## src/rtl/alu_operand_sequencer.sv

```systemverilog
// Operand/opcode entry sequencer feeding the n-bit 4-op ALU.
// Captures A, B and a one-hot opcode on button rises; a finished result can be chained as the next A.
module alu_operand_sequencer #(
    parameter int n = 8
) (
    input  logic         clk,
    input  logic         resetN,
    input  logic [n-1:0] val,
    input  logic         enter,
    input  logic         undo,
    input  logic [3:0]   btn,
    input  logic [n-1:0] alu_result,
    output logic [n-1:0] op_a,
    output logic [n-1:0] op_b,
    output logic [3:0]   opcode,
    output logic [1:0]   stage,
    output logic         done
);

    typedef enum logic [1:0] {
        S_A   = 2'b00,
        S_B   = 2'b01,
        S_OP  = 2'b10,
        S_RES = 2'b11
    } state_t;

    state_t       state, state_nx;
    logic [n-1:0] op_a_nx, op_b_nx;
    logic [3:0]   opcode_nx;
    logic         done_nx;

    logic         enter_prev, undo_prev;
    logic [3:0]   btn_prev;
    logic         rise_enter, rise_undo;
    logic [3:0]   rise_btn;
    logic         btn_ok;

    assign rise_enter = enter & ~enter_prev;
    assign rise_undo  = undo & ~undo_prev;
    assign rise_btn   = btn & ~btn_prev;
    // Exactly one new press: nonzero and no second bit set.
    assign btn_ok     = (rise_btn != 4'b0000) && ((rise_btn & (rise_btn - 4'd1)) == 4'b0000);

    assign stage = state;

    // History resets to all-ones so levels held through reset release do not register as rises.
    always_ff @(posedge clk or negedge resetN) begin
        if (!resetN) begin
            state      <= S_A;
            op_a       <= '0;
            op_b       <= '0;
            opcode     <= 4'b0000;
            done       <= 1'b0;
            enter_prev <= 1'b1;
            undo_prev  <= 1'b1;
            btn_prev   <= 4'b1111;
        end else begin
            state      <= state_nx;
            op_a       <= op_a_nx;
            op_b       <= op_b_nx;
            opcode     <= opcode_nx;
            done       <= done_nx;
            enter_prev <= enter;
            undo_prev  <= undo;
            btn_prev   <= btn;
        end
    end

    always_comb begin
        state_nx  = state;
        op_a_nx   = op_a;
        op_b_nx   = op_b;
        opcode_nx = opcode;
        done_nx   = 1'b0;
        case (state)
            S_A: begin
                if (rise_enter) begin
                    op_a_nx  = val;
                    state_nx = S_B;
                end
            end
            S_B: begin
                if (rise_enter) begin
                    op_b_nx  = val;
                    state_nx = S_OP;
                end else if (rise_undo) begin
                    op_a_nx  = '0;
                    state_nx = S_A;
                end
            end
            S_OP: begin
                if (rise_enter) begin
                    state_nx = S_OP;
                end else if (rise_undo) begin
                    op_b_nx  = '0;
                    state_nx = S_B;
                end else if (btn_ok) begin
                    opcode_nx = rise_btn;
                    state_nx  = S_RES;
                    done_nx   = 1'b1;
                end
            end
            S_RES: begin
                if (rise_enter) begin
                    op_a_nx   = '0;
                    op_b_nx   = '0;
                    opcode_nx = 4'b0000;
                    state_nx  = S_A;
                end else if (rise_undo) begin
                    opcode_nx = 4'b0000;
                    state_nx  = S_OP;
                end else if (btn_ok) begin
                    op_a_nx   = alu_result;
                    op_b_nx   = '0;
                    opcode_nx = 4'b0000;
                    state_nx  = S_B;
                end
            end
            default: state_nx = S_A;
        endcase
    end

endmodule

```

## config.mk

```make
export PLATFORM = sky130hd
export DESIGN_NAME = alu_operand_sequencer
export DESIGN_NICKNAME = d
export VERILOG_FILES = /design/src/rtl/alu_operand_sequencer.sv
export SDC_FILE = /design/constraint.sdc
export NUM_CORES = 1
export LEC_CHECK = 0
export CORE_ASPECT_RATIO = 0.75
export CORE_MARGIN = 2
export CORE_UTILIZATION = 35
export CTS_BUF_LIST = sky130_fd_sc_hd__clkbuf_4
export CTS_CLUSTER_SIZE = 30
export DETAILED_ROUTE_END_ITERATION = 16
export PLACE_DENSITY = 0.68
export SETUP_SLACK_MARGIN = 0.4
export SYNTH_ARGS = -nofsm -noshare
export SYNTH_HDL_FRONTEND = slang
export SYNTH_SLANG_ARGS = --single-unit
```

## constraint.sdc

```tcl
create_clock -name clk -period 5.2 [get_ports clk]
set_clock_uncertainty 0.15 [all_clocks]
set_input_delay 1.04 -clock clk [delete_from_list [all_inputs] [get_ports clk]]
set_output_delay 1.04 -clock clk [all_outputs]
set_load 0.01 [all_outputs]
```

* Yosys cells after proc, flatten, opt, wreduce, memory -nomap -nowiden *
Cells that the tools add are included.
W data, S select, Z words.

storage, ports and cells
  register bits after elaboration = 29
  logic and storage cells = 75
  input bits = 24
  output and inout port bits = 23

operators by class
  eq/ne operators = 16
  mux-type cells = 32
  reductions and logical operators = 11
  add/sub/neg operators = 1
  bitwise logic cells = 7

operators with widths
  operator               count
  $mux W8                9
  $pmux W8 S3            2
  $mux W4                6
  $mux W2                9
  $ne A2 B2 Y1 const B   8
  $reduce_and A6 Y1      2
  $ne A3 B3 Y1 const B   3
  $and A4 B4 Y4          2
  $ne A4 B4 Y1 const B   2
  $pmux W2 S4            1
  $pmux W4 S2            1
  $reduce_bool A3 Y1     2
  $reduce_and A5 Y1      1
  $eq A2 B2 Y1 const B   2
  $logic_not A4 Y1       1
  $mux W1                4
  $not A4 Y4             1
  $reduce_and A4 Y1      1
  $reduce_bool A4 Y1     1
  $sub A4 B1 Y4 const B  1
  $and A1 B1 Y1          2
  $eq A2 B1 Y1 const B   1
  $logic_not A2 Y1       1
  $not A1 Y1             2
  2 further kinds        2

* Depth between registers and ports, before layout *
  depth after elaboration = 10
  gate-level depth with buffers = 8
  depth with buffers taken out = 7

* Least setup slack after synthesis *
No wires, ideal clock.

  kind = input -> register
  from = input port btn[2]
  to = register state[1], in the netlist stage[1]
  data arrival time = 2287 ps
  slack = 2635 ps
  setup time = 128 ps
  stages on the path = 5
  path buffers = 1
  cells stage by stage = nor2b_1 > or4_4 > buf_6 > a31oi_2 > mux2_1

on the way
  longest elaborated chain between the ends = 7
  elaborated cells between the ends (all ways) = 9
  those cells by class = 1 x add/sub; 2 x eq/ne; 2 x bitwise; 4 x reduce/logical

ends and longest elaborated chain
  element                               line  text
  start: declaration                    11    input logic [3:0] btn,
  $and A4 B4 Y4 *                       40    assign rise_btn = btn & ~btn_prev;
  $sub A4 B1 Y4                         42    assign btn_ok = (rise_btn != 4'b0000) && ((rise_btn & (rise_btn - 4'd1)) == 4'b0000);
  $and A4 B4 Y4                         42
  $logic_not A4 Y1                      42
  $logic_and A1 B1 Y1 *                 42
  $ne A4 B4 Y1 (no source line)         --
  $reduce_and A4 Y1 (no source line) *  --
  end signal: assignment                58    state <= state_nx;
  end: declaration                      27    state_t state, state_nx;

Every way passes the cells marked *; elsewhere a longest branch is shown, timed or not.
A chain may end at the register's enable or synchronous reset.

* Worst setup path in the final report *
  from = input port enter
  to = register op_b[2]

on the way
  longest elaborated chain between the ends = 3
  elaborated cells between the ends (all ways) = 8
  those cells by class = 4 x eq/ne; 2 x mux; 1 x bitwise; 1 x reduce/logical

ends and longest elaborated chain
  element                                                                   line  text
  start: declaration                                                        9     input logic enter,
  $and A1 B1 Y1 *                                                           38    assign rise_enter = enter & ~enter_prev;
  $ne A3 B3 Y1 (no source line) (tied with other cells)                     --
  $reduce_and A6 Y1 (no source line) / $pmux W8 S3 (equally long branches)  --
  end signal: assignment                                                    60    op_b <= op_b_nx;
  end: declaration                                                          14    output logic [n-1:0] op_b,

Marked as above.

==> metrics.txt <==
Net Sw Frac=41.6%; required time of the worst setup path=5.30 ns; die extent in y=66.7 um; met1 usage=25.4%; final setup fails=0; port bufs=46; Core ar.=4980 um2; pwr dens=505 nW/um2; commonest register cell after synthesis=dfrtp_1; CTS HTree Levels=2; f_max=0.326 GHz; slowest stage delay, CP=0.64 ns; CP Capture Point=op_b[2]; routed vias/inst=5.05; routed len/inst=14.9 um; min Tclk post-route=3.06 ns; logic gate share of total power=58.4%; CTS sink count=29; met3 GRT Util=3.84%; ranking of synthesized cells by area=dfrtp_1, dfstp_2, nand2_1; Psw=0.500 mW; initial antenna violation count=0; Overall Global Routing Usage=17.5%; setup TNS=0 ns; worst reg2reg path depth=6; Antenna Nets Post-Route=0; Placed Instances=308; die footprint=5840 um2; commonest cells in the netlist=nand2_1, nor2_1, dfrtp_1; NumNets Final=271; Tcrit/Tclk final=58.9%; Cell Chain, Critical Path=clkdlybuf4s50_1 -> nor2b_1 -> nor2_1 -> a31oi_1 -> nand2_1 -> o21ai_0; synthesized area=1830 um2; Yosys top cell area share=31.4%; Reg-to-Reg Start=stage[1]; layout cell share with drive strength beyond 1=14.3%; HP Class=register to register; starting density of the core=36.8%; Hold Fails Final Rpt=0; Yosys cell types=42; n_diodes=0; HPWL after detailed placement=3.48 mm; CTS root buffer=clkbuf_4; WP depth=6; TritonCTS Buffers=5; clock tree buffer depth=2; pre-CTS setup slack=1.79 ns; first-pass GRT wire length=7.73 mm; R2R Setup Slk=2.84 ns; Yosys top cell by area=dfrtp_1; crit start category=input port; row cnt=22; setup bufs post-CTS=0; buffers and inverters on the worst path=1; total power=1.20 mW; GRT Residual Overflow=0; Detailed Route Iter0 Violations=137; max-cap violations=0; layout overhead on the synthesized area=29.8%; outcome=complete, no violations; Finished Layout Cells=316; Pleak=1.00 nW; largest net degree at the start of global routing=20; post-cts hold buffer count=0; post-synthesis sequential area ratio=40.0%; Reg-to-Reg End=op_b[2]; Post-Syn Area per Cell=9.22 um2; Post-synth EDFFs=0; Final Max Tran Viols=0; vias in the first global route=1599; CP delay by family, top=compound AO/OA/AOI/OAI gates; WS Path Type=input port to register; worst setup path startpoint=enter; Final Util=47.8%; Peak VDD IR=0.238 mV; vias post-DR=1597; Clock power frac=10.8%; crit path max fanout=8; Yosys warning total=0; Arr. time, crit path=3.17 ns; Post-synth ARST share=100%; total wire length=4.72 mm; slowest CP cell=a31oi_1; Die Span X=87.6 um; most frequent cell after synthesis=nand2_1; sequential fraction of design power=30.8%; cts repair resizes=0; final RePlAce weighted congestion=0.779; internal power=0.702 mW; crit end category=register; setup ws final=2.14 ns; syn nets=227; clk_lat worst skew=0.33 ns; num ports=47; most used routing layer in global routing=met1; FF+latch count, synth=29; TritonCTS clock tree=built; worst-margin pin slew=0.843 ns; RSZ-0062 raised after global routing=false; First-pass DRT Iterations=4; met2 usage=25.4%; # DRC=0; Clock transition at path regs=0.09 ns; Rel. slew slack=43.7%; gate count of the mapped netlist=199
-- cell families after synthesis --
group | share of synthesized area, %
and+or+nand+nor | 23.0
AOI/OAI and AO/OA | 24.2
buffers and inverters | 4.57
DFF | 40.0
adders and majority gates | 2.73
muxes | 5.53
-- registers in the layout, indices dropped and copies added, names as in the netlist --
register	count
undo_prev	1
enter_prev	1
done	1
op_b	8
opcode	4
op_a	8
stage	2
btn_prev	4
-- metal layers --
| layer | part of all wire [%] | routed length (um) |
|---|---|---|
| met2 | 42 | 1970 |
| met4 | 1.4 | 65 |
| met3 | 5.8 | 276 |
| met1 | 51 | 2410 |
| met5 | 0 | 0 |
-- power by group through the flow --
stage / Combinational (mW) / Clock, mW / Sequential, mW
floorplan: 0.415 / 0 / 0.399
global placement: 0.688 / 0 / 0.373
detailed placement: 0.704 / 0 / 0.372
CTS: 0.706 / 0.135 / 0.370
global route: 0.770 / 0.144 / 0.382
finish: 0.702 / 0.130 / 0.370
-- worst register-to-register path, cell delays in order (launching register included) --
cell	delay, ns
dfrtp_1	0.44
ha_1	0.35
nor2_2	0.36
nor3_1	0.08
a31oi_1	0.58
nand2_1	0.15
o21ai_0	0.18
-- cell usage in the layout, fill, tap and decap left out, drive strengths merged, types with 2 or more instances in the layout --
master	instances
a211oi	8
ha	4
dfstp	6
nor2b	7
inv	6
a31oi	3
o21ai	8
o2bb2ai	2
clkdlybuf4s50	46
o211ai	8
nor3	8
nor2	27
o22ai	2
clkbuf	5
dfrtp	23
mux2i	9
nand2b	5
a21oi	13
a31o	2
nand2	35
and3	2
a41oi	2
clkinv	3
-- worst min-delay path by stage --
stage | from | to | cells past startpoint | slack [ns]
after global placement | op_b[3] | op_b[3] | 2 | 0.37
after CTS | op_b[4] | op_b[4] | 2 | 0.39
final | op_b[4] | op_b[4] | 2 | 0.39
after global routing | op_b[4] | op_b[4] | 2 | 0.40
after floorplan | op_b[0] | op_b[0] | 2 | 0.41
after detailed placement | op_b[5] | op_b[5] | 2 | 0.37
-- cell type report --
class	count	area, um2
multi-input cells	154	1020
repair buffers	47	468
clock inverters	3	12.5
clock buffers	5	37.5
flip-flops and latches	29	733
fillers	491	2600
well taps	72	90.1
inverters	6	22.5
-- metrics by stage --
step	area (um2)	hold slack [ns]
3_3_place_gp	2330	0.374
6_report	2380	0.392
2_1_floorplan	1830	0.406
5_1_grt	2380	0.404
4_1_cts	2380	0.393
3_5_place_dp	2330	0.370
(Power assumes the default switching activity.)
